`src/rtl/pkg_config.sv`:
```
// Shared loader configuration: state encoding and sizing defaults.
package pkg_config;

    localparam int unsigned LOADER_MAX_WORDS = 1024;
    localparam int unsigned LOADER_HDR_BYTES = 4;

    typedef enum logic [2:0] {
        LD_IDLE  = 3'd0,
        LD_HDR   = 3'd1,
        LD_DATA  = 3'd2,
        LD_CHECK = 3'd3,
        LD_DONE  = 3'd4,
        LD_ERR   = 3'd5
    } loader_state_e;

endpackage

```
`src/rtl/loader_word_packer.sv`:
```
// Assembles strobed bytes LSB-first into 32-bit words; shared by header and data phases.
// The completed word and its pulse are combinational so the caller can register them on the 4th byte's edge.
module loader_word_packer
    import pkg_config::*;
(
    input  logic        clk_i,
    input  logic        rst_n_i,
    input  logic        clr_i,
    input  logic        strobe_i,
    input  logic [7:0]  byte_i,
    output logic [31:0] word_c_o,
    output logic        word_done_c_o
);

    localparam int unsigned LANE_W = $clog2(LOADER_HDR_BYTES);

    logic [LANE_W-1:0] lane_q;
    logic [23:0]       shift_q;

    // Newest byte lands on top, so after four bytes the first one sits in [7:0].
    assign word_c_o      = {byte_i, shift_q};
    assign word_done_c_o = strobe_i && (lane_q == LANE_W'(LOADER_HDR_BYTES - 1));

    always_ff @(posedge clk_i or negedge rst_n_i) begin
        if (!rst_n_i) begin
            lane_q  <= '0;
            shift_q <= '0;
        end else if (clr_i) begin
            lane_q  <= '0;
            shift_q <= '0;
        end else if (strobe_i) begin
            lane_q  <= lane_q + LANE_W'(1);
            shift_q <= word_c_o[31:8];
        end
    end

endmodule

```
`src/rtl/imem_loader.sv`:
```
// Byte-stream instruction-memory loader; holds the core in reset until an image is written.
// Optional trailing checksum byte enabled by defining LOADER_CHECKSUM_EN.
module imem_loader
    import pkg_config::*;
#(
    parameter int unsigned MAX_WORDS  = LOADER_MAX_WORDS,
    parameter int unsigned ADDR_WIDTH = 32
) (
    input  logic                  clk_i,
    input  logic                  rst_n_i,
    input  logic                  byte_valid_i,
    input  logic [7:0]            byte_i,
    output logic                  byte_ready_o,
    input  logic                  start_i,
    output logic                  imem_we_o,
    output logic [ADDR_WIDTH-1:0] imem_addr_o,
    output logic [31:0]           imem_data_o,
    output logic                  core_rst_n_o,
    output logic                  busy_o,
    output logic                  done_o,
    output logic                  error_o
);

    loader_state_e         state_q;
    logic [31:0]           cnt_q;
    logic [31:0]           idx_q;
    logic                  we_q;
    logic [ADDR_WIDTH-1:0] addr_q;
    logic [31:0]           data_q;
    logic                  ready_q;
    logic                  busy_q;
    logic                  done_q;
    logic                  err_q;
    logic                  core_rst_n_q;
`ifdef LOADER_CHECKSUM_EN
    logic [7:0]            sum_q;
`endif

    logic        xfer_c;
    logic        pack_stb_c;
    logic        pack_clr_c;
    logic [31:0] word_c;
    logic        word_done_c;
    logic        last_word_c;

    assign xfer_c      = byte_valid_i && ready_q;
    assign pack_stb_c  = xfer_c && ((state_q == LD_HDR) || (state_q == LD_DATA));
    assign pack_clr_c  = start_i && ((state_q == LD_DONE) || (state_q == LD_ERR));
    assign last_word_c = (idx_q == (cnt_q - 32'd1));

    loader_word_packer u_packer (
        .clk_i         (clk_i),
        .rst_n_i       (rst_n_i),
        .clr_i         (pack_clr_c),
        .strobe_i      (pack_stb_c),
        .byte_i        (byte_i),
        .word_c_o      (word_c),
        .word_done_c_o (word_done_c)
    );

    always_ff @(posedge clk_i or negedge rst_n_i) begin
        if (!rst_n_i) begin
            state_q      <= LD_IDLE;
            cnt_q        <= '0;
            idx_q        <= '0;
            we_q         <= 1'b0;
            addr_q       <= '0;
            data_q       <= '0;
            ready_q      <= 1'b0;
            busy_q       <= 1'b0;
            done_q       <= 1'b0;
            err_q        <= 1'b0;
            core_rst_n_q <= 1'b0;
`ifdef LOADER_CHECKSUM_EN
            sum_q        <= '0;
`endif
        end else begin
            we_q <= 1'b0;
            case (state_q)
                LD_IDLE: begin
                    state_q <= LD_HDR;
                    ready_q <= 1'b1;
                    busy_q  <= 1'b1;
                end
                LD_HDR: begin
                    if (word_done_c) begin
                        cnt_q <= word_c;
                        idx_q <= '0;
                        if (word_c == 32'd0) begin
`ifdef LOADER_CHECKSUM_EN
                            state_q <= LD_CHECK;
`else
                            state_q <= LD_DONE;
                            ready_q <= 1'b0;
                            busy_q  <= 1'b0;
                            done_q  <= 1'b1;
`endif
                        end else if (word_c > 32'(MAX_WORDS)) begin
                            state_q <= LD_ERR;
                            ready_q <= 1'b0;
                            busy_q  <= 1'b0;
                            err_q   <= 1'b1;
                        end else begin
                            state_q <= LD_DATA;
                        end
                    end
                end
                LD_DATA: begin
`ifdef LOADER_CHECKSUM_EN
                    if (xfer_c) begin
                        sum_q <= sum_q + byte_i;
                    end
`endif
                    if (word_done_c) begin
                        we_q   <= 1'b1;
                        addr_q <= ADDR_WIDTH'(idx_q << 2);
                        data_q <= word_c;
                        idx_q  <= idx_q + 32'd1;
                        if (last_word_c) begin
`ifdef LOADER_CHECKSUM_EN
                            state_q <= LD_CHECK;
`else
                            state_q <= LD_DONE;
                            ready_q <= 1'b0;
                            busy_q  <= 1'b0;
                            done_q  <= 1'b1;
`endif
                        end
                    end
                end
`ifdef LOADER_CHECKSUM_EN
                LD_CHECK: begin
                    if (xfer_c) begin
                        ready_q <= 1'b0;
                        busy_q  <= 1'b0;
                        if (8'(sum_q + byte_i) == 8'd0) begin
                            state_q <= LD_DONE;
                            done_q  <= 1'b1;
                        end else begin
                            state_q <= LD_ERR;
                            err_q   <= 1'b1;
                        end
                    end
                end
`endif
                LD_DONE, LD_ERR: begin
                    // Core leaves reset one cycle after DONE so the final write has landed.
                    if (state_q == LD_DONE) begin
                        core_rst_n_q <= 1'b1;
                    end
                    if (start_i) begin
                        state_q      <= LD_HDR;
                        cnt_q        <= '0;
                        idx_q        <= '0;
                        ready_q      <= 1'b1;
                        busy_q       <= 1'b1;
                        done_q       <= 1'b0;
                        err_q        <= 1'b0;
                        core_rst_n_q <= 1'b0;
`ifdef LOADER_CHECKSUM_EN
                        sum_q        <= '0;
`endif
                    end
                end
                default: begin
                    state_q <= LD_IDLE;
                end
            endcase
        end
    end

    assign byte_ready_o = ready_q;
    assign imem_we_o    = we_q;
    assign imem_addr_o  = addr_q;
    assign imem_data_o  = data_q;
    assign core_rst_n_o = core_rst_n_q;
    assign busy_o       = busy_q;
    assign done_o       = done_q;
    assign error_o      = err_q;

endmodule

```
`config.mk`:
```
export PLATFORM = sky130hd
export DESIGN_NAME = imem_loader
export DESIGN_NICKNAME = d
export VERILOG_FILES = /design/src/rtl/pkg_config.sv /design/src/rtl/loader_word_packer.sv /design/src/rtl/imem_loader.sv
export SDC_FILE = /design/constraint.sdc
export NUM_CORES = 1
export LEC_CHECK = 0
export CELL_PAD_IN_SITES_DETAIL_PLACEMENT = 1
export CELL_PAD_IN_SITES_GLOBAL_PLACEMENT = 1
export CORE_UTILIZATION = 45
export CTS_BUF_LIST = sky130_fd_sc_hd__clkbuf_8
export CTS_CLUSTER_DIAMETER = 120
export DETAILED_ROUTE_END_ITERATION = 10
export GPL_TIMING_DRIVEN = 0
export PLACE_DENSITY_LB_ADDON = 0.1
export SKIP_LAST_GASP = 1
export SYNTH_ARGS = -nofsm -noshare
export SYNTH_HDL_FRONTEND = slang
export SYNTH_SLANG_ARGS = --single-unit
export TNS_END_PERCENT = 1
```
`constraint.sdc`:
```
create_clock -name clk_i -period 3.6 [get_ports clk_i]
set_clock_uncertainty 0.05 [all_clocks]
set_input_delay 0.9 -clock clk_i [delete_from_list [all_inputs] [get_ports clk_i]]
set_output_delay 0.9 -clock clk_i [all_outputs]
set_load 0.005 [all_outputs]
```
==> flow_summary.yaml <==
grt:
  first_global_vias: 6678
  gr-usage-all-layers: 0.259
  gr-total-overflow: 0
  wire_length_of_the_first_global_routing_pass_mm: 35.3
  pin_count_of_the_biggest_net_entering_global_routing: 91
  antenna_found_initial: 0
sta:
  hold_viol_final: 0
  slew_headroom: 0.263
  maxSlewViolCount: 0
  min_period_ns: 3.59
  rsz0062_at_grt: "yes"
  post-route-period-util: 0.998
  setup_viol_count_final: 0
  slew_at_the_pin_closest_to_its_max_slew_limit_ns: 1.10
  fmax_mhz: 278
setup_path:
  path_max_fanout: 8
  critical_path_endpoint_category: "flip-flop"
  worstPathArrival_ns: 3.91
  cp_data_required_time_ns: 3.92
  worstSetupPathType: "flip-flop to flip-flop"
  critPathLaunchType: "flip-flop"
synthesis:
  syn-mean-instance-area_um2: 9.42
  synth.area.top_cells: "sky130_fd_sc_hd__dfrtp_1, sky130_fd_sc_hd__nand2_1, sky130_fd_sc_hd__mux2i_1"
  async_reset_ff_frac: 1.00
  share_of_the_yosys_chip_area_belonging_to_registers: 0.518
  ys.flop_type: "sky130_fd_sc_hd__dfrtp_1"
  synth.yosys.warnings: 0
  synth_top_cells_by_count: "sky130_fd_sc_hd__nand2_1, sky130_fd_sc_hd__dfrtp_1, sky130_fd_sc_hd__nor2_1, sky130_fd_sc_hd__clkbuf_1, sky130_fd_sc_hd__xnor2_1"
  mappedNetlistArea_mm2: 0.00774
  synth_edf_count: 0
  netlist_instances: 821
  area_fraction_of_the_dominant_cell_type_after_synthesis: 0.518
  synth-seq-cells: 160
  synth.lib_cells_used.distinct: 60
  post-synth-top-area-cell: "sky130_fd_sc_hd__dfrtp_1"
  post-synth-top-count-cell: "sky130_fd_sc_hd__nand2_1"
run:
  cap_violations: 0
worst_hold_path:
  hold_path.class: "input port to async pin"
layout:
  antennaDiodeCount: 0
  fill_cells: 1922
  layoutNonFillerInstCount: 1154
  final_design_area_no_fill_mm2: 0.00929
  final_nets: 936
  final_core_utilization: 0.556
  drive_above_1_share: 0.0589
  area_growth_syn_to_layout_pct: 20.1
drt:
  ant_nets: 0
  routed-via-count: 6333
  route.detailed.vias_per_inst: 5.49
  drt_drc_violations_left: 0
  routed_wl_mm: 21.7
  routedWlPerCell_um: 18.8
  drt_first_iter_violations: 315
  firstDrtPassIters: 4
floorplan:
  core_region_mm2: 0.0167
  dieWidth_um: 133
  rows: 47
  initial_core_utilization: 0.463
  die-area_mm2: 0.0177
  fp.dieH_um: 133
  num_io_pins: 82
clock_network:
  postCtsSetupBuffers: 0
  cts-root-buf: "sky130_fd_sc_hd__clkbuf_8"
  postCtsHoldBufs: 0
  tritoncts.num_buffers: 17
  htree_levels: 4
  clk_pin_slew_worst_paths_ns: 0.09
  cts_tree: "yes"
  clock_sink_count: 160
  cts_buffer_depth: 2
  clock_latency_ns: 0.47
placed_design:
  post-place-cells: 1122
  detailedPlacementHpwl_mm: 15.9
  globalplace.congestion: 0.843
  io_buffer_count: 79
  instance_area_at_placement_mm2: 0.00883
pwr:
  fin_total_pwr_mw: 5.74
  power.leakage_nw: 4.34
  power_density_mw_per_mm2: 618
  worst_ir_drop_vdd_v: 0.000301
outcome:
  run_status: "finished, final reports clean"
-- per-layer routing --
layer,part of all wire,global-route usage
met1,0.43,0.326
met2,0.51,0.448
met3,0.036,0.0388
met4,0.023,0.102
met5,0,0
-- path summary, 6_finish.rpt --
path | cells after the start | slack [ns] | startpoint | end
min reg2reg | 2 | 0.43 | imem_addr_o[16] | imem_addr_o[16]
max reg2reg | 10 | 0.008 | cnt_q[0] | state_q[1]
min in group clk_i | 2 | 0.43 | imem_addr_o[16] | imem_addr_o[16]
max in group asynchronous | 2 | 2.27 | rst_n_i | u_packer.shift_q[5]
min | 1 | 0.37 | rst_n_i | imem_addr_o[9]
max | 10 | 0.008 | cnt_q[0] | state_q[1]
-- cell usage in the layout, fill, tap and decap left out, types with 29 or more instances in the layout --
| cell type | netlist | layout |
|---|---|---|
| sky130_fd_sc_hd__a22o_1 | 29 | 29 |
| sky130_fd_sc_hd__clkbuf_1 | 43 | 43 |
| sky130_fd_sc_hd__clkdlybuf4s50_1 | 0 | 78 |
| sky130_fd_sc_hd__dfrtp_1 | 160 | 160 |
| sky130_fd_sc_hd__mux2i_1 | 30 | 30 |
| sky130_fd_sc_hd__nand2_1 | 210 | 210 |
| sky130_fd_sc_hd__nor2_1 | 72 | 72 |
| sky130_fd_sc_hd__xnor2_1 | 34 | 34 |
| sky130_fd_sc_hd__xor2_1 | 30 | 30 |
-- state kept, by name, indices dropped and copies added, names as in the netlist --
name / count
cnt_q: 32
u_packer.shift_q: 24
busy_o: 1
imem_we_o: 1
error_o: 1
core_rst_n_o: 1
u_packer.lane_q: 2
idx_q: 32
done_o: 1
imem_addr_o: 30
state_q: 3
imem_data_o: 32
-- power breakdown --
group	leakage [nW]	internal, mW	switching (mW)
sequential	2.19	2.09	0.382
clock	0.203	0.661	0.753
combinational	1.95	0.826	1.03
total	4.34	3.57	2.17
-- critical path, cell delays in order (launching register included) --
cell                       delay (ns)
sky130_fd_sc_hd__dfrtp_1         0.44
sky130_fd_sc_hd__inv_1           0.10
sky130_fd_sc_hd__ha_1            0.23
sky130_fd_sc_hd__nor3b_2         0.34
sky130_fd_sc_hd__nand4_1         0.35
sky130_fd_sc_hd__or4_1           0.56
sky130_fd_sc_hd__a221oi_1        0.39
sky130_fd_sc_hd__nand4_1         0.15
sky130_fd_sc_hd__nor4_1          0.46
sky130_fd_sc_hd__nand2_1         0.21
sky130_fd_sc_hd__o21a_1          0.20
-- area by class of cell --
class                      instances  area, um^2  area share
sequential                       160        4000       0.431
multi-input combinational        604        3540       0.381
timing repair buffer              80         820      0.0882
tap                              220         275      0.0296
clock buffer                      18         248      0.0267
buffer                            49         204      0.0220
clock inverter                    14         169      0.0182
inverter                           9        33.8     0.00364
-- metrics by stage --
stage                     hold WS (ns)  setup slack (ns)  TNS [ns]
after global placement           0.408             -4.60   -743.84
after CTS                        0.386            -0.162    -0.481
after global routing             0.412            -0.201    -0.696
after floorplan                  0.420             0.583         0
final                            0.366           0.00792         0
after detailed placement         0.413            -0.956    -11.12
-- logic make-up after synthesis --
| logic type | after synthesis | share of synthesized area |
|---|---|---|
| compound gates | 88 | 0.0830 |
| xor+xnor | 64 | 0.0725 |
| fa+ha+maj | 3 | 0.00485 |
| buf+inv | 58 | 0.0307 |
| flops | 160 | 0.518 |
| mux | 32 | 0.0422 |
| other cells | 1 | 0.000485 |
| simple gates | 415 | 0.249 |
-- repair_timing --
action | CTS | global route
endpoints found under the setup margin | 15 | 7
pin swaps | 0 | 2
resized for setup | 1 | 4
No activity file was read; power rests on OpenSTA's default activity.
